<file path="src/rtl/pattern_correlator.sv">
// Serial pattern correlator: matches a loaded LEN-bit reference against a sliding window of sig, within err_tol mismatches.
// Latency 1 cycle from a sig_valid sample to out/mism_cnt. There is no backpressure: any input bit that is valid in an accepting state is taken.
module pattern_correlator #(
  parameter int LEN   = 1024,
  parameter int CNT_W = $clog2(LEN + 1)
) (
  input  logic             clk,
  input  logic             clr_n,
  input  logic             prgm_start,
  input  logic             prgm_valid,
  input  logic             prgm_bit,
  input  logic             sig_valid,
  input  logic             sig,
  input  logic [CNT_W-1:0] err_tol,
  output logic             out,
  output logic [CNT_W-1:0] mism_cnt,
  output logic             loaded
);

  typedef enum logic [1:0] {IDLE, LOAD, FILL, RUN} state_t;

  localparam logic [CNT_W-1:0] LEN_C  = CNT_W'(LEN);
  localparam logic [CNT_W-1:0] LAST_C = CNT_W'(LEN - 1);
  localparam logic [CNT_W-1:0] ONE_C  = CNT_W'(1);

  state_t           state, state_nxt;
  logic [LEN-1:0]   pat, win, win_nxt;
  logic [CNT_W-1:0] ld_cnt, win_cnt, win_cnt_nxt, pop;
  logic             sample, load_done, win_full;

  assign sample      = sig_valid && (state == FILL || state == RUN);
  assign load_done   = (state == LOAD) && prgm_valid && (ld_cnt == LAST_C);
  assign win_nxt     = {win[LEN-2:0], sig};
  assign win_cnt_nxt = (win_cnt == LEN_C) ? LEN_C : win_cnt + ONE_C;
  assign win_full    = (win_cnt_nxt == LEN_C);

  // pat[LEN-1] (first bit loaded) lines up with win[LEN-1] (oldest sample)
  always_comb begin
    pop = '0;
    for (int i = 0; i < LEN; i++) begin
      pop = pop + CNT_W'(win_nxt[i] ^ pat[i]);
    end
  end

  always_ff @(posedge clk or negedge clr_n) begin
    if (!clr_n) begin
      state <= IDLE;
    end else begin
      state <= state_nxt;
    end
  end

  always_comb begin
    state_nxt = state;
    if (prgm_start) begin
      state_nxt = LOAD;
    end else begin
      case (state)
        LOAD:    if (load_done) state_nxt = FILL;
        FILL:    if (sig_valid && win_full) state_nxt = RUN;
        default: state_nxt = state;
      endcase
    end
  end

  always_ff @(posedge clk or negedge clr_n) begin
    if (!clr_n) begin
      pat      <= '0;
      win      <= '0;
      ld_cnt   <= '0;
      win_cnt  <= '0;
      out      <= 1'b0;
      mism_cnt <= '0;
      loaded   <= 1'b0;
    end else if (prgm_start) begin
      // a bit arriving with the start pulse is the first bit of the new pattern
      pat      <= prgm_valid ? {{(LEN-1){1'b0}}, prgm_bit} : '0;
      ld_cnt   <= prgm_valid ? ONE_C : '0;
      win      <= '0;
      win_cnt  <= '0;
      out      <= 1'b0;
      mism_cnt <= '0;
      loaded   <= 1'b0;
    end else begin
      if (state == LOAD && prgm_valid) begin
        pat    <= {pat[LEN-2:0], prgm_bit};
        ld_cnt <= ld_cnt + ONE_C;
        if (load_done) begin
          loaded  <= 1'b1;
          win     <= '0;
          win_cnt <= '0;
        end
      end
      if (sample) begin
        win      <= win_nxt;
        win_cnt  <= win_cnt_nxt;
        mism_cnt <= pop;
        out      <= win_full && (pop <= err_tol);
      end
    end
  end

endmodule
</file>
<file path="config.mk">
export PLATFORM = sky130hd
export DESIGN_NAME = pattern_correlator
export DESIGN_NICKNAME = d
export VERILOG_FILES = /design/src/rtl/pattern_correlator.sv
export SDC_FILE = /design/constraint.sdc
export NUM_CORES = 2
export LEC_CHECK = 0
export ABC_AREA = 0
export BUFFER_PORTS_ARGS = -buffer_cell sky130_fd_sc_hd__buf_2
export CAP_MARGIN = 40
export CORE_MARGIN = 2
export CORE_UTILIZATION = 52
export DETAILED_ROUTE_END_ITERATION = 8
export PLACE_DENSITY = 0.67
export SLEW_MARGIN = 5
export SYNTH_ARGS = -nofsm -noshare
export SYNTH_HDL_FRONTEND = slang
export SYNTH_SLANG_ARGS = --single-unit
</file>
<file path="constraint.sdc">
create_clock -name clk -period 13.6 [get_ports clk]
set_input_delay 1.36 -clock clk [delete_from_list [all_inputs] [get_ports clk]]
set_output_delay 1.36 -clock clk [all_outputs]
set_load 0.005 [all_outputs]
</file>
# == Word level (Yosys, flattened, before mapping) ==
# Cells that the tools add are included.
# word_totals
ff_bits,2084
# op_classes
add_sub_neg,1025
mux,26
magnitude_cmp,1
n_eq_ne,8
reduce_logical,15
bitwise_logic,1024
# op_table
cell,n
11-bit by 1-bit adder with 11-bit output,1013
1023-bit two-way mux,4
1024-bit two-way mux,2
1-bit bitwise XOR,1024
11-bit two-way mux,9
11-bit by 1-bit adder with 11-bit output (second input constant),2
11-bit equality test (second input constant),2
10-bit by 1-bit adder with 11-bit output,1
11-bit by 10-bit equality test with 1-bit output (second input constant),1
11-bit <= comparator,1
9-bit by 1-bit adder with 10-bit output,1
8-bit by 1-bit adder with 9-bit output,1
3-bit nonzero test,3
7-bit by 1-bit adder with 8-bit output,1
6-bit by 1-bit adder with 7-bit output,1
1-bit two-way mux,7
5-bit by 1-bit adder with 6-bit output,1
2-bit two-way mux,3
2-bit nonzero test,3
4-bit by 1-bit adder with 5-bit output,1
1-bit logical AND,5
3-bit by 1-bit adder with 4-bit output,1
2-bit equality test (second input constant),2
2-bit case mux with 2 select lines,1
other kinds (8),9

# == Depth between registers and ports, before layout ==
# logic_depth
depth_word,1028
ltp_mapped,41

# == Least setup slack after synthesis ==
# No wires, ideal clock.
# synth_timing
path_type,input to register
from,input port sig
to,register out
t_arrival_ps,11298
path_buffers,0
stages,31
path_slack_ps,2207
path_cell_list,xnor2_1 -> fa_1 -> inv_1 -> fa_1 -> fa_1 -> fa_1 -> fa_1 -> fa_1 -> fa_1 -> fa_1 -> fa_1 -> fa_1 -> fa_1 -> fa_1 -> fa_1 -> fa_1 -> inv_1 -> fa_1 -> inv_1 -> ha_1 -> fa_1 -> a211o_1 -> a211o_1 -> a2111o_1 -> a31oi_1 -> xnor2_1 -> ha_1 -> nand4_1 -> o311ai_0 -> a21oi_1 -> o31ai_1
# synth_lines
item,line,source
"start, declared",13,"input logic sig,"
"end signal, assigned",98,out <= win_full && (pop <= err_tol);
"end, declared",15,"output logic out,"

==> run summary <==
Worst EP required: 14390 ps
switching portion of total power: 0.2285
Sw Pwr: 2916 uW
worst vdd ir: 0.1328 mV
DRC viols: 0
Die X: 468.3 microns
via/cell ratio: 5.676
largest net degree at the start of global routing: 199
critical path depth in cells: 39
Buffers & Inverters on Critical Path: 11
Nets: 11040
crit share post-route: 0.9216
IO buf count: 30
Post-CTS Resized: 0
worst r2r path cells: 39
initial antenna violation count: 2
hold buffer count at CTS: 0
slowest stage cell on the critical path: fa_1
Setup violations, final: 0
most common cell after layout, fill and taps aside: dfrtp_1
top_reg_cell synth: dfrtp_1
FF+latch count, synth: 2084
overall routed net length: 290.1 mm
Initial Util: 0.5229
gr usage total: 0.2709
Syn Inst Count: 10110
Crit Path Category: flop to flop
clock root buffer: clkbuf_16
syn_area_per_cell: 11.09 sq um
post-synthesis async set-or-reset flop share: 1.000
Critical path origin: pat[567]$_DFFE_PN0P_
maximum clock rate: 79.78 MHz
total CTS buffers: 216
clock power share: 0.482
register area share after synthesis: 0.4651
sequential cell area: 52150 sq um
DRT Pass-1 Iters: 6
PD cells: 104.3 nW/um^2
Clk Latency, worst-skew pair: 880 ps
CTS tree: done
Final Critical Period: 12530 ps
area delta synth->final: 9.122%
synthesized cell area: 112100 sq um
clk slew on worst S/H paths: 60 ps
CP max stage delay: 730 ps
Slew headroom: 0.1892
unrepaired setup endpoints after global routing: false
Synthesis Warnings: 0
most used cell, CP: fa_1
Slew @ Worst Pin: 1216 ps
Max Slew Vio Count: 0
combinational share of power: 0.032
vias in the first global route: 75260
Leak Pwr: 0.06027 uW
Routed Antenna Nets: 0
clk buf depth: 3
Synth top area share: 0.4651
commonest cells after routing, fill and taps aside: dfrtp_1 (2084), nand2_1 (2070), a21oi_1 (1036)
ratio of cells with drive above 1 in the final layout: 0.04793
H-tree Lvls: 4
worst-path maximum fanout: 3
Die Y: 468.3 microns
R2R setup slack: 1070 ps
max cap viols: 0
top cells by area, synth: dfrtp_1 (47%), fa_1 (18%), a22o_1 (8.0%)
post-CTS setup repair buffer count: 0
Final GP Congestion: 0.9175
Placeable Area: 214400 sq um
Hold Crit Class: flop to flop
average wire per standard cell: 22.49 microns
sequential share of power: 0.486
Die Area: 219300 sq um
Ports: 31
worst setup path end: out$_DFFE_PN0P_
Setup Skew: 71.04 ps
first-pass GRT wire length: 458.7 mm
Net Count, Synth: 11270
Critical Path Sink Type: flop
startpoint types: flop
Hold Vio Cnt, Final: 0
Site Rows: 170
Core Util, Final: 0.5706
count of different cell masters after synthesis: 54
crit-path leading delay family: adder cells
Internal: 9846 uW
gr ovfl total: 0
worst reg2reg path startpoint: pat[567]$_DFFE_PN0P_
Final Power: 12760 uW
setup_tns: 0 ps
# fillers: 17720
area used by multi-input combinational logic: 53860 sq um
crit path DAT: 13320 ps
total number of vias: 73200
run status: complete, no violations
DP HPWL: 204.0 mm
RR Endpoint: out$_DFFE_PN0P_
clk sinks: 2084
most area-hungry cell type in the Yosys netlist: dfrtp_1
EDFF count, synth: 0
iteration-0 DRC count of the detailed router: 7604
layout make-up:
cell class                      count  area share
Multi-Input combinational cell   6465      0.4402
Tap cell                         2838     0.02902
Inverter                          985     0.03022
Clock inverter                     63    0.007281
Timing Repair Buffer              133     0.01411
Clock buffer                      327     0.05285
Antenna cell                        1  0.00002045
Sequential cell                  2084      0.4263
flip-flops by register name, indices dropped and copies added, names as in the netlist:
signal,cells
state,2
out,1
win_cnt,11
loaded,1
win,1023
ld_cnt,11
mism_cnt,11
pat,1024
worst min-delay path by stage:
| stage | slack [ps] | start | to | cells past startpoint |
|---|---|---|---|---|
| after global placement | 470 | mism_cnt[0]$_DFFE_PN0P_ | mism_cnt[0]$_DFFE_PN0P_ | 2 |
| after floorplan | 470 | out$_DFFE_PN0P_ | out$_DFFE_PN0P_ | 2 |
| after CTS | 480 | mism_cnt[0]$_DFFE_PN0P_ | mism_cnt[0]$_DFFE_PN0P_ | 2 |
| final | 480 | mism_cnt[0]$_DFFE_PN0P_ | mism_cnt[0]$_DFFE_PN0P_ | 2 |
| after global routing | 500 | clr_n | pat[34]$_DFFE_PN0P_ | 1 |
| after detailed placement | 470 | mism_cnt[0]$_DFFE_PN0P_ | mism_cnt[0]$_DFFE_PN0P_ | 2 |
cell families (layout without fill, tap and decap cells):
group,count (synthesis),count (layout),share of synthesized area
AO/OA/AOI/OAI,2134,2134,0.1311
XOR/XNOR,1041,1041,0.08132
adder cells (fa/ha/maj),1141,1141,0.1946
buffers and inverters,1564,1508,0.05472
flip-flops,2084,2084,0.4651
multiplexers,2,2,0.0001786
other,0,1,0
AND/OR/NAND/NOR,2147,2147,0.07294
per-layer routing:
layer,track usage,part of all wire,up-vias
met4,0.09481,0.038,2
li1,-,-,32150
met1,0.4020,0.44,38220
met5,0,0.000038,-
met3,0.03952,0.064,434
met2,0.4102,0.46,2387
worst reg2reg max path: cells and delay by family (launching register included):
family,cells,cell delay [ps]
buffers and inverters,11,810
DFF,1,410
and+or+nand+nor,1,100
xor gates and xnor gates,2,260
adders and majority gates,18,8960
AOI/OAI and AO/OA,7,1900
cell usage after synthesis, drive strengths merged (24+ instances only):
| library cell | n |
|---|---|
| a21oi | 1036 |
| ha | 137 |
| nand2 | 2070 |
| o21ai | 24 |
| xor2 | 569 |
| buf | 152 |
| clkbuf | 427 |
| nor2 | 30 |
| inv | 985 |
| fa | 1004 |
| xnor2 | 472 |
| a22o | 1029 |
| dfrtp | 2084 |
metrics by stage:
stage | hold WS, ps | cell area (sq um) | cells | setup slack, ps
2_1_floorplan | 472.6 | 112100 | 10110 | 2207
3_3_place_gp | 470.1 | 114200 | 12470 | 1260
3_5_place_dp | 470.2 | 115000 | 12510 | 1154
4_1_cts | 484.3 | 122300 | 12900 | 1135
5_1_grt | 499.8 | 122300 | 12900 | 669.5
6_report | 481.5 | 122300 | 12900 | 1066
power by group through the flow:
stage	clock (uW)	combinational [uW]	sequential (uW)
finish	6150	412	6200
detailed placement	0	418	6320
global placement	0	391	6320
floorplan	0	188	6320
global route	6510	456	6200
CTS	6240	419	6200
Power figures use the tool's default switching activity.
